===== src/rtl/step_motor_pkg.sv =====
// Shared 3-phase step-motor definitions: drive patterns, ring index, decoder FSM states.
// Used by both the motor driver and the receive-side phase decoder.
package step_motor_pkg;

  // Drive patterns as {a, b, c}
  localparam logic [2:0] PAT_A    = 3'b100;
  localparam logic [2:0] PAT_AB   = 3'b110;
  localparam logic [2:0] PAT_B    = 3'b010;
  localparam logic [2:0] PAT_BC   = 3'b011;
  localparam logic [2:0] PAT_C    = 3'b001;
  localparam logic [2:0] PAT_CA   = 3'b101;
  localparam logic [2:0] PAT_NONE = 3'b000;
  localparam logic [2:0] PAT_ILL  = 3'b111;

  typedef logic [2:0] ring_idx_t;

  localparam ring_idx_t IDX_NONE = 3'd6;
  localparam ring_idx_t IDX_ILL  = 3'd7;

  typedef enum logic [1:0] {
    StIdle,
    StTrack,
    StFault
  } step_state_e;

  function automatic ring_idx_t pat_to_idx(input logic [2:0] pat);
    ring_idx_t idx;
    case (pat)
      PAT_A:   idx = 3'd0;
      PAT_AB:  idx = 3'd1;
      PAT_B:   idx = 3'd2;
      PAT_BC:  idx = 3'd3;
      PAT_C:   idx = 3'd4;
      PAT_CA:  idx = 3'd5;
      PAT_NONE: idx = IDX_NONE;
      default: idx = IDX_ILL;
    endcase
    return idx;
  endfunction

  // (new - old) mod 6 for two valid ring indices
  function automatic logic [2:0] ring_delta(input ring_idx_t new_idx, input ring_idx_t old_idx);
    logic [3:0] diff;
    diff = {1'b0, new_idx} + 4'd6 - {1'b0, old_idx};
    if (diff >= 4'd6) diff = diff - 4'd6;
    return diff[2:0];
  endfunction

endpackage


===== src/rtl/step_input_filter.sv =====
// Two-flop synchroniser plus stability counter for the {a,b,c} drive lines.
// Emits a one-cycle accept strobe when a new pattern has been stable for FILTER_LEN samples.
module step_input_filter #(
  parameter int unsigned FILTER_LEN = 2
) (
  input  logic       clk,
  input  logic       cr,
  input  logic [2:0] i_abc,
  output logic [2:0] o_pat,
  output logic       o_accept
);

  localparam logic [3:0] LenCnt = 4'(FILTER_LEN);

  logic [2:0] r_sync1;
  logic [2:0] r_sync2;
  logic [3:0] r_cnt;
  logic [2:0] r_last;
  logic       w_accept;

  // Counter tracks the run length of r_sync2; comparing against r_sync1 lets it
  // update on the same edge that the new value lands in r_sync2.
  always_ff @(posedge clk) begin
    if (cr) begin
      r_sync1 <= 3'b000;
      r_sync2 <= 3'b000;
      r_cnt   <= 4'd0;
      r_last  <= 3'b000;
    end else begin
      r_sync1 <= i_abc;
      r_sync2 <= r_sync1;
      if (r_sync1 != r_sync2) begin
        r_cnt <= 4'd1;
      end else if (r_cnt != LenCnt) begin
        r_cnt <= r_cnt + 4'd1;
      end
      if (w_accept) begin
        r_last <= r_sync2;
      end
    end
  end

  assign w_accept = (r_cnt == LenCnt) && (r_sync2 != r_last);
  assign o_accept = w_accept;
  assign o_pat    = r_sync2;

endmodule


===== src/rtl/step_phase_decoder.sv =====
// Receive-side 3-phase step decoder: ring position tracking, step pulses, sticky fault.
// Optional stall detector enabled by defining STEP_STALL_DET_EN.
module step_phase_decoder
  import step_motor_pkg::*;
#(
  parameter int unsigned POS_W        = 16,
  parameter int unsigned FILTER_LEN   = 2
`ifdef STEP_STALL_DET_EN
  ,
  parameter int unsigned STALL_CYCLES = 1000
`endif
) (
  input  logic                    clk,
  input  logic                    cr,
  input  logic                    a,
  input  logic                    b,
  input  logic                    c,
  input  logic                    fault_clr,
  output logic                    step,
  output logic                    dir,
  output logic                    half,
  output logic signed [POS_W-1:0] pos,
  output logic                    fault,
  output logic                    tracking
`ifdef STEP_STALL_DET_EN
  ,
  output logic                    stall
`endif
);

  logic [2:0]        w_pat;
  logic              w_accept;
  ring_idx_t         w_new_idx;
  logic [2:0]        w_delta;

  step_state_e       r_state;
  step_state_e       w_state_nxt;
  ring_idx_t         r_old_idx;
  ring_idx_t         w_old_idx_nxt;
  logic [POS_W-1:0]  r_pos;
  logic [POS_W-1:0]  w_pos_nxt;
  logic              r_step;
  logic              w_step_nxt;
  logic              r_dir;
  logic              w_dir_nxt;
  logic              r_half;
  logic              w_half_nxt;
  logic signed [2:0] w_amt;

  step_input_filter #(
    .FILTER_LEN (FILTER_LEN)
  ) u_filter (
    .clk      (clk),
    .cr       (cr),
    .i_abc    ({a, b, c}),
    .o_pat    (w_pat),
    .o_accept (w_accept)
  );

  assign w_new_idx = pat_to_idx(w_pat);
  assign w_delta   = ring_delta(w_new_idx, r_old_idx);

  always_comb begin
    w_state_nxt   = r_state;
    w_old_idx_nxt = r_old_idx;
    w_step_nxt    = 1'b0;
    w_dir_nxt     = r_dir;
    w_half_nxt    = r_half;
    w_amt         = 3'sd0;

    unique case (r_state)
      StIdle: begin
        if (w_accept) begin
          if (w_new_idx == IDX_ILL) begin
            w_state_nxt = StFault;
          end else if (w_new_idx != IDX_NONE) begin
            w_state_nxt   = StTrack;
            w_old_idx_nxt = w_new_idx;
          end
        end
      end
      StTrack: begin
        if (w_accept) begin
          if (w_new_idx == IDX_NONE) begin
            w_state_nxt = StIdle;
          end else if (w_new_idx == IDX_ILL) begin
            w_state_nxt = StFault;
          end else begin
            w_old_idx_nxt = w_new_idx;
            w_step_nxt    = 1'b1;
            case (w_delta)
              3'd1: begin w_amt = 3'sd1;  w_dir_nxt = 1'b1; w_half_nxt = 1'b1; end
              3'd2: begin w_amt = 3'sd2;  w_dir_nxt = 1'b1; w_half_nxt = 1'b0; end
              3'd5: begin w_amt = -3'sd1; w_dir_nxt = 1'b0; w_half_nxt = 1'b1; end
              3'd4: begin w_amt = -3'sd2; w_dir_nxt = 1'b0; w_half_nxt = 1'b0; end
              default: begin
                // Opposite side of the ring: direction is ambiguous
                w_state_nxt   = StFault;
                w_old_idx_nxt = r_old_idx;
                w_step_nxt    = 1'b0;
              end
            endcase
          end
        end
      end
      StFault: begin
        if (fault_clr) begin
          w_state_nxt = StIdle;
        end
      end
      default: w_state_nxt = StIdle;
    endcase

    w_pos_nxt = r_pos + {{(POS_W-3){w_amt[2]}}, w_amt};
  end

  always_ff @(posedge clk) begin
    if (cr) begin
      r_state   <= StIdle;
      r_old_idx <= 3'd0;
      r_pos     <= '0;
      r_step    <= 1'b0;
      r_dir     <= 1'b1;
      r_half    <= 1'b0;
    end else begin
      r_state   <= w_state_nxt;
      r_old_idx <= w_old_idx_nxt;
      r_pos     <= w_pos_nxt;
      r_step    <= w_step_nxt;
      r_dir     <= w_dir_nxt;
      r_half    <= w_half_nxt;
    end
  end

  assign step     = r_step;
  assign dir      = r_dir;
  assign half     = r_half;
  assign pos      = r_pos;
  assign fault    = (r_state == StFault);
  assign tracking = (r_state == StTrack);

`ifdef STEP_STALL_DET_EN
  logic [19:0] r_idle_cnt;

  always_ff @(posedge clk) begin
    if (cr) begin
      r_idle_cnt <= 20'd0;
    end else if ((r_state == StTrack) && !r_step) begin
      if (r_idle_cnt != 20'hFFFFF) begin
        r_idle_cnt <= r_idle_cnt + 20'd1;
      end
    end else begin
      r_idle_cnt <= 20'd0;
    end
  end

  assign stall = (32'(r_idle_cnt) >= STALL_CYCLES);
`endif

endmodule

===== config.mk =====
export PLATFORM = sky130hd
export DESIGN_NAME = step_phase_decoder
export DESIGN_NICKNAME = d
export VERILOG_FILES = /design/src/rtl/step_motor_pkg.sv /design/src/rtl/step_input_filter.sv /design/src/rtl/step_phase_decoder.sv
export SDC_FILE = /design/constraint.sdc
export NUM_CORES = 1
export LEC_CHECK = 0
export BUFFER_PORTS_ARGS = -buffer_cell sky130_fd_sc_hd__buf_2
export CAP_MARGIN = 20
export CORE_ASPECT_RATIO = 1.4
export CORE_UTILIZATION = 52
export DETAILED_ROUTE_END_ITERATION = 12
export HOLD_SLACK_MARGIN = 0.02
export MAX_ROUTING_LAYER = met4
export PLACE_DENSITY = 0.83
export SETUP_SLACK_MARGIN = 0.1
export SLEW_MARGIN = 20
export SYNTH_ARGS = -nofsm -noshare
export SYNTH_HDL_FRONTEND = slang
export SYNTH_SLANG_ARGS = --single-unit

===== constraint.sdc =====
create_clock -name clk -period 4 [get_ports clk]
set_clock_uncertainty 0.2 [all_clocks]
set_input_delay 0.4 -clock clk [delete_from_list [all_inputs] [get_ports clk]]
set_output_delay 0.4 -clock clk [all_outputs]
set_load 0.005 [all_outputs]

==> qor_table.md <==
| Stage | Metric | Reported |
| --- | --- | --- |
| critical path | WS Path Type | reg2reg |
| clocking | H-tree levels | 2 |
| synth | Synthesized cell area | 2260 um^2 |
| status | Violated checks | DRC |
| route | Final ANT Viol Nets | 0 |
| placement | Port Buffer Count | 26 |
| finish | Fraction of final layout cells with drive strength greater than 1 | 0.310 |
| critical path | Arrival time worst endpoint | 3.93 ns |
| clocking | Number of buffers added to fix hold violations after cts | 0 |
| grt | Global-route wire length before repair | 8.42 mm |
| synth | Primary FF master, synth | sky130_fd_sc_hd__dfxtp_1 |
| worst hold path | Class of the worst hold path | in2reg |
| power | Leakage | 1.26 nW |
| synth | Number of distinct library cell variants in the gate-level netlist after synthesis | 47 |
| grt | Initial antenna violation count | 0 |
| grt | Largest net degree at the start of global routing | 51 |
| finish | Diode insertion count for antenna repair | 0 |
| finish | Sequential cell area | 744 um^2 |
| timing | Max_slew headroom | 0.434 |
| power | Power density relative to cell area | 276 nW/um^2 |
| power | Tot Pwr | 0.791 mW |
| clocking | Clock slew at the register clock pins of the worst setup and hold paths | 0.08 ns |
| floorplanning | Area of the core | 4200 um^2 |
| grt | Overflow left after global routing | 0 |
| route | DRT Wirelength | 5.34 mm |
| timing | Period minus WS final | 3.94 ns |
| finish | Count of nets after finishing | 325 |
| grt | GR met2 Demand/Resource | 0.428 |
| route | Number of remaining DRC errors | 2 |
| critical path | Largest fanout on the critical path | 7 |
| critical path | WP data required | 3.99 ns |
| placement | Post-detail-place hpwl | 3.69 mm |
| power | Peak supply drop | 0.169 mV |
| clocking | Clk root buf | sky130_fd_sc_hd__clkbuf_8 |
| timing | Max Freq | 254 MHz |
| timing | RSZ-0062 raised after global routing | true |
| floorplanning | Chip Width | 57.7 um |
| synth | Gate Count Post-Synth | 267 |
| placement | Weighted congestion at the end of routability-driven global placement | 0.975 |
| finish | Area used by multi-input combinational logic | 1570 um^2 |
| timing | Final setup violation count | 0 |
| timing | Final Hold Viols | 0 |
| placement | Placed cells | 338 |
| run | Max-capacitance violation count | 0 |
| route | Routed length per placed instance | 15.0 um |
| grt | Met1 Usage GRT | 0.237 |
| route | Total via count in the routed design | 2053 |
| synth | Number of warning messages in the yosys log | 0 |
| floorplanning | Row cnt | 28 |
| timing | Fin Hold WS | 0.110 ns |
| clocking | Number of buffers created by CTS | 5 |
| status | Status | finished with violations |
| timing | Final number of max-transition violations | 0 |
| finish | Area Growth Syn to Fin | 26.9% |
| floorplanning | Full die area | 4610 um^2 |
| synth | Flip-flop and latch count after synthesis | 37 |
| route | Number of iterations in the first detailed-routing pass | 8 |
| critical path | Kind of start point of the critical path | flip-flop |
| finish | Number of standard cells in the final layout excluding fillers | 355 |
| finish | Area of all placed cells without fillers | 2860 um^2 |
| synth | Number of nets produced by synthesis | 283 |
| clocking | Sinks on the clock net | 37 |
| clocking | Clock latency on the worst-skew pair | 0.30 ns |
| floorplanning | Ports placed on the boundary | 27 |
| synth | Number of enable flip-flop cells after synthesis | 0 |
| synth | Ys async rst share | 0 |
| grt | Most congested layer reported by global routing | met2 |
| timing | Share of the cycle needed by the critical path after routing | 0.985 |
| route | Post-DR vias/cell | 5.78 |
| timing | Slew of the pin with the lowest slew margin | 0.849 ns |
| placement | Setup WS pre-CTS | -0.101 ns |
| grt | GRT Overall Usage | 0.244 |
| floorplanning | Die height | 79.9 um |
| critical path | Kind of end point of the critical path | flip-flop |
| floorplanning | Effective utilization at floorplan | 0.537 |
| timing | Min setup slack post-route | 0.0613 ns |
| synth | Average instance area after synthesis | 8.45 um^2 |
| clocking | Clock tree from TritonCTS | built |
| route | Drt first-iter violations | 123 |
| synth | Post-synthesis sequential area ratio | 0.328 |
| clocking | Maximum buffer depth of the clock tree | 2 |
| finish | Filler Cell Count | 330 |
| grt | Met3 Use GR | 0.0486 |
| placement | Area post-placement | 2580 um^2 |
| grt | Number of global-route vias before repair | 1946 |
-- cell families after synthesis --
logic type,count (synthesis),share of synthesized area
AOI/OAI and AO/OA,31,0.102
DFF,37,0.328
muxes,27,0.128
adders and majority gates,10,0.0621
and+or+nand+nor,120,0.275
xor gates and xnor gates,14,0.0544
buffers and inverters,28,0.0510
-- final timing paths --
path / from / end / slack (ns) / cells past startpoint
worst min-delay path: b / u_filter.r_sync1[1]$_SDFF_PP0_ / 0.11 / 2
worst min register to register: u_filter.r_sync1[2]$_SDFF_PP0_ / u_filter.o_pat[2]$_SDFF_PP0_ / 0.28 / 1
worst max register to register: u_filter.o_pat[2]$_SDFF_PP0_ / pos[15]$_SDFF_PP0_ / 0.06 / 16
worst max-delay path: u_filter.o_pat[2]$_SDFF_PP0_ / pos[15]$_SDFF_PP0_ / 0.06 / 16
-- registers in the layout, indices dropped and copies added (netlist names) --
register          cells
pos                  16
u_filter.r_cnt        4
r_old_idx             3
u_filter.o_pat        3
u_filter.r_last       3
u_filter.r_sync1      3
r_state               2
dir                   1
half                  1
step                  1
-- stage by stage --
step | util | setup TNS [ns]
CTS | 0.658 | 0
global placement | 0.613 | 0
detailed placement | 0.613 | -0.524
floorplan | - | -0.197
global route | 0.681 | -0.341
finish | 0.681 | 0
-- report_power, final --
group / switching (mW) / leakage (nW) / internal [mW]
clock: 0.144 / 0.0543 / 0.187
combinational: 0.0442 / 0.907 / 0.0375
sequential: 0.00565 / 0.301 / 0.373
-- routing by layer --
metal  vias to the layer above  routed length, um  share of wire
met1                       953               1990           0.37
li1                       1004                  -              -
met5                         -                  0              0
met4                         0                239          0.045
met3                        27                190          0.036
met2                        69               2920           0.55
-- worst max-delay path: stages (launching register included) --
cell and delay (ns):
sky130_fd_sc_hd__dfxtp_2 0.38, sky130_fd_sc_hd__nor2_1 0.15, sky130_fd_sc_hd__nor2_1 0.09, sky130_fd_sc_hd__ha_1 0.28, sky130_fd_sc_hd__inv_1 0.06, sky130_fd_sc_hd__ha_4 0.16
sky130_fd_sc_hd__fa_2 0.37, sky130_fd_sc_hd__xor2_4 0.22, sky130_fd_sc_hd__nand2_1 0.08, sky130_fd_sc_hd__a21o_1 0.18, sky130_fd_sc_hd__a21boi_2 0.17, sky130_fd_sc_hd__ha_1 0.28
sky130_fd_sc_hd__a21oi_2 0.21, sky130_fd_sc_hd__nand3_2 0.10, sky130_fd_sc_hd__or4_4 0.43, sky130_fd_sc_hd__o32ai_2 0.15, sky130_fd_sc_hd__mux2_4 0.33
-- cell usage in the layout, fill, tap and decap left out, types with 3 or more instances in the layout --
cell / n
sky130_fd_sc_hd__mux2i_1: 13
sky130_fd_sc_hd__inv_2: 3
sky130_fd_sc_hd__xor2_1: 5
sky130_fd_sc_hd__buf_6: 3
sky130_fd_sc_hd__ha_1: 5
sky130_fd_sc_hd__dfxtp_2: 3
sky130_fd_sc_hd__o31ai_1: 4
sky130_fd_sc_hd__xnor2_1: 8
sky130_fd_sc_hd__mux2_1: 11
sky130_fd_sc_hd__a21oi_1: 4
sky130_fd_sc_hd__nand2_1: 9
sky130_fd_sc_hd__or4_1: 3
sky130_fd_sc_hd__dfxtp_1: 34
sky130_fd_sc_hd__nor2b_1: 22
sky130_fd_sc_hd__o21ai_1: 3
sky130_fd_sc_hd__nand2b_1: 3
sky130_fd_sc_hd__a211o_1: 3
sky130_fd_sc_hd__nor2_1: 40
sky130_fd_sc_hd__and3_1: 3
sky130_fd_sc_hd__buf_4: 22
sky130_fd_sc_hd__nand3_1: 6
sky130_fd_sc_hd__clkbuf_8: 5
sky130_fd_sc_hd__nor3_1: 10
sky130_fd_sc_hd__nor4_1: 3
sky130_fd_sc_hd__inv_1: 9
sky130_fd_sc_hd__buf_2: 26
-- cell type report --
cell class / count / area share
multi-input combinational: 202 / 0.549
tap: 45 / 0.0197
sequential: 37 / 0.260
clock inverter: 3 / 0.0162
timing repair buffer: 51 / 0.115
clock buffer: 5 / 0.0240
inverter: 12 / 0.0157
-- synth_stat cells (3+ instances only) --
cell	count	share of area
sky130_fd_sc_hd__xnor2_1	8	0.031
sky130_fd_sc_hd__or4_1	4	0.013
sky130_fd_sc_hd__mux2_1	13	0.065
sky130_fd_sc_hd__dfxtp_1	37	0.33
sky130_fd_sc_hd__nand2b_1	4	0.011
sky130_fd_sc_hd__nand3_1	8	0.018
sky130_fd_sc_hd__clkbuf_1	12	0.020
sky130_fd_sc_hd__a21oi_1	6	0.013
sky130_fd_sc_hd__a211o_1	3	0.012
sky130_fd_sc_hd__o31ai_1	4	0.013
sky130_fd_sc_hd__xor2_1	6	0.023
sky130_fd_sc_hd__nor2_1	43	0.072
sky130_fd_sc_hd__nor2b_1	22	0.061
sky130_fd_sc_hd__mux2i_1	13	0.058
sky130_fd_sc_hd__and3_1	3	0.0083
sky130_fd_sc_hd__nand2_1	9	0.015
sky130_fd_sc_hd__inv_1	11	0.018
sky130_fd_sc_hd__nor4_1	6	0.017
sky130_fd_sc_hd__ha_1	8	0.044
sky130_fd_sc_hd__nor3_1	11	0.024
-- what timing repair did --
item | 4_1_cts | 5_1_grt
resized for setup | 11 | 14
endpoints found under the setup margin | 9 | 14
pin swaps | 10 | 8
buffers inserted | 5 | 5
(Power assumes the default switching activity.)
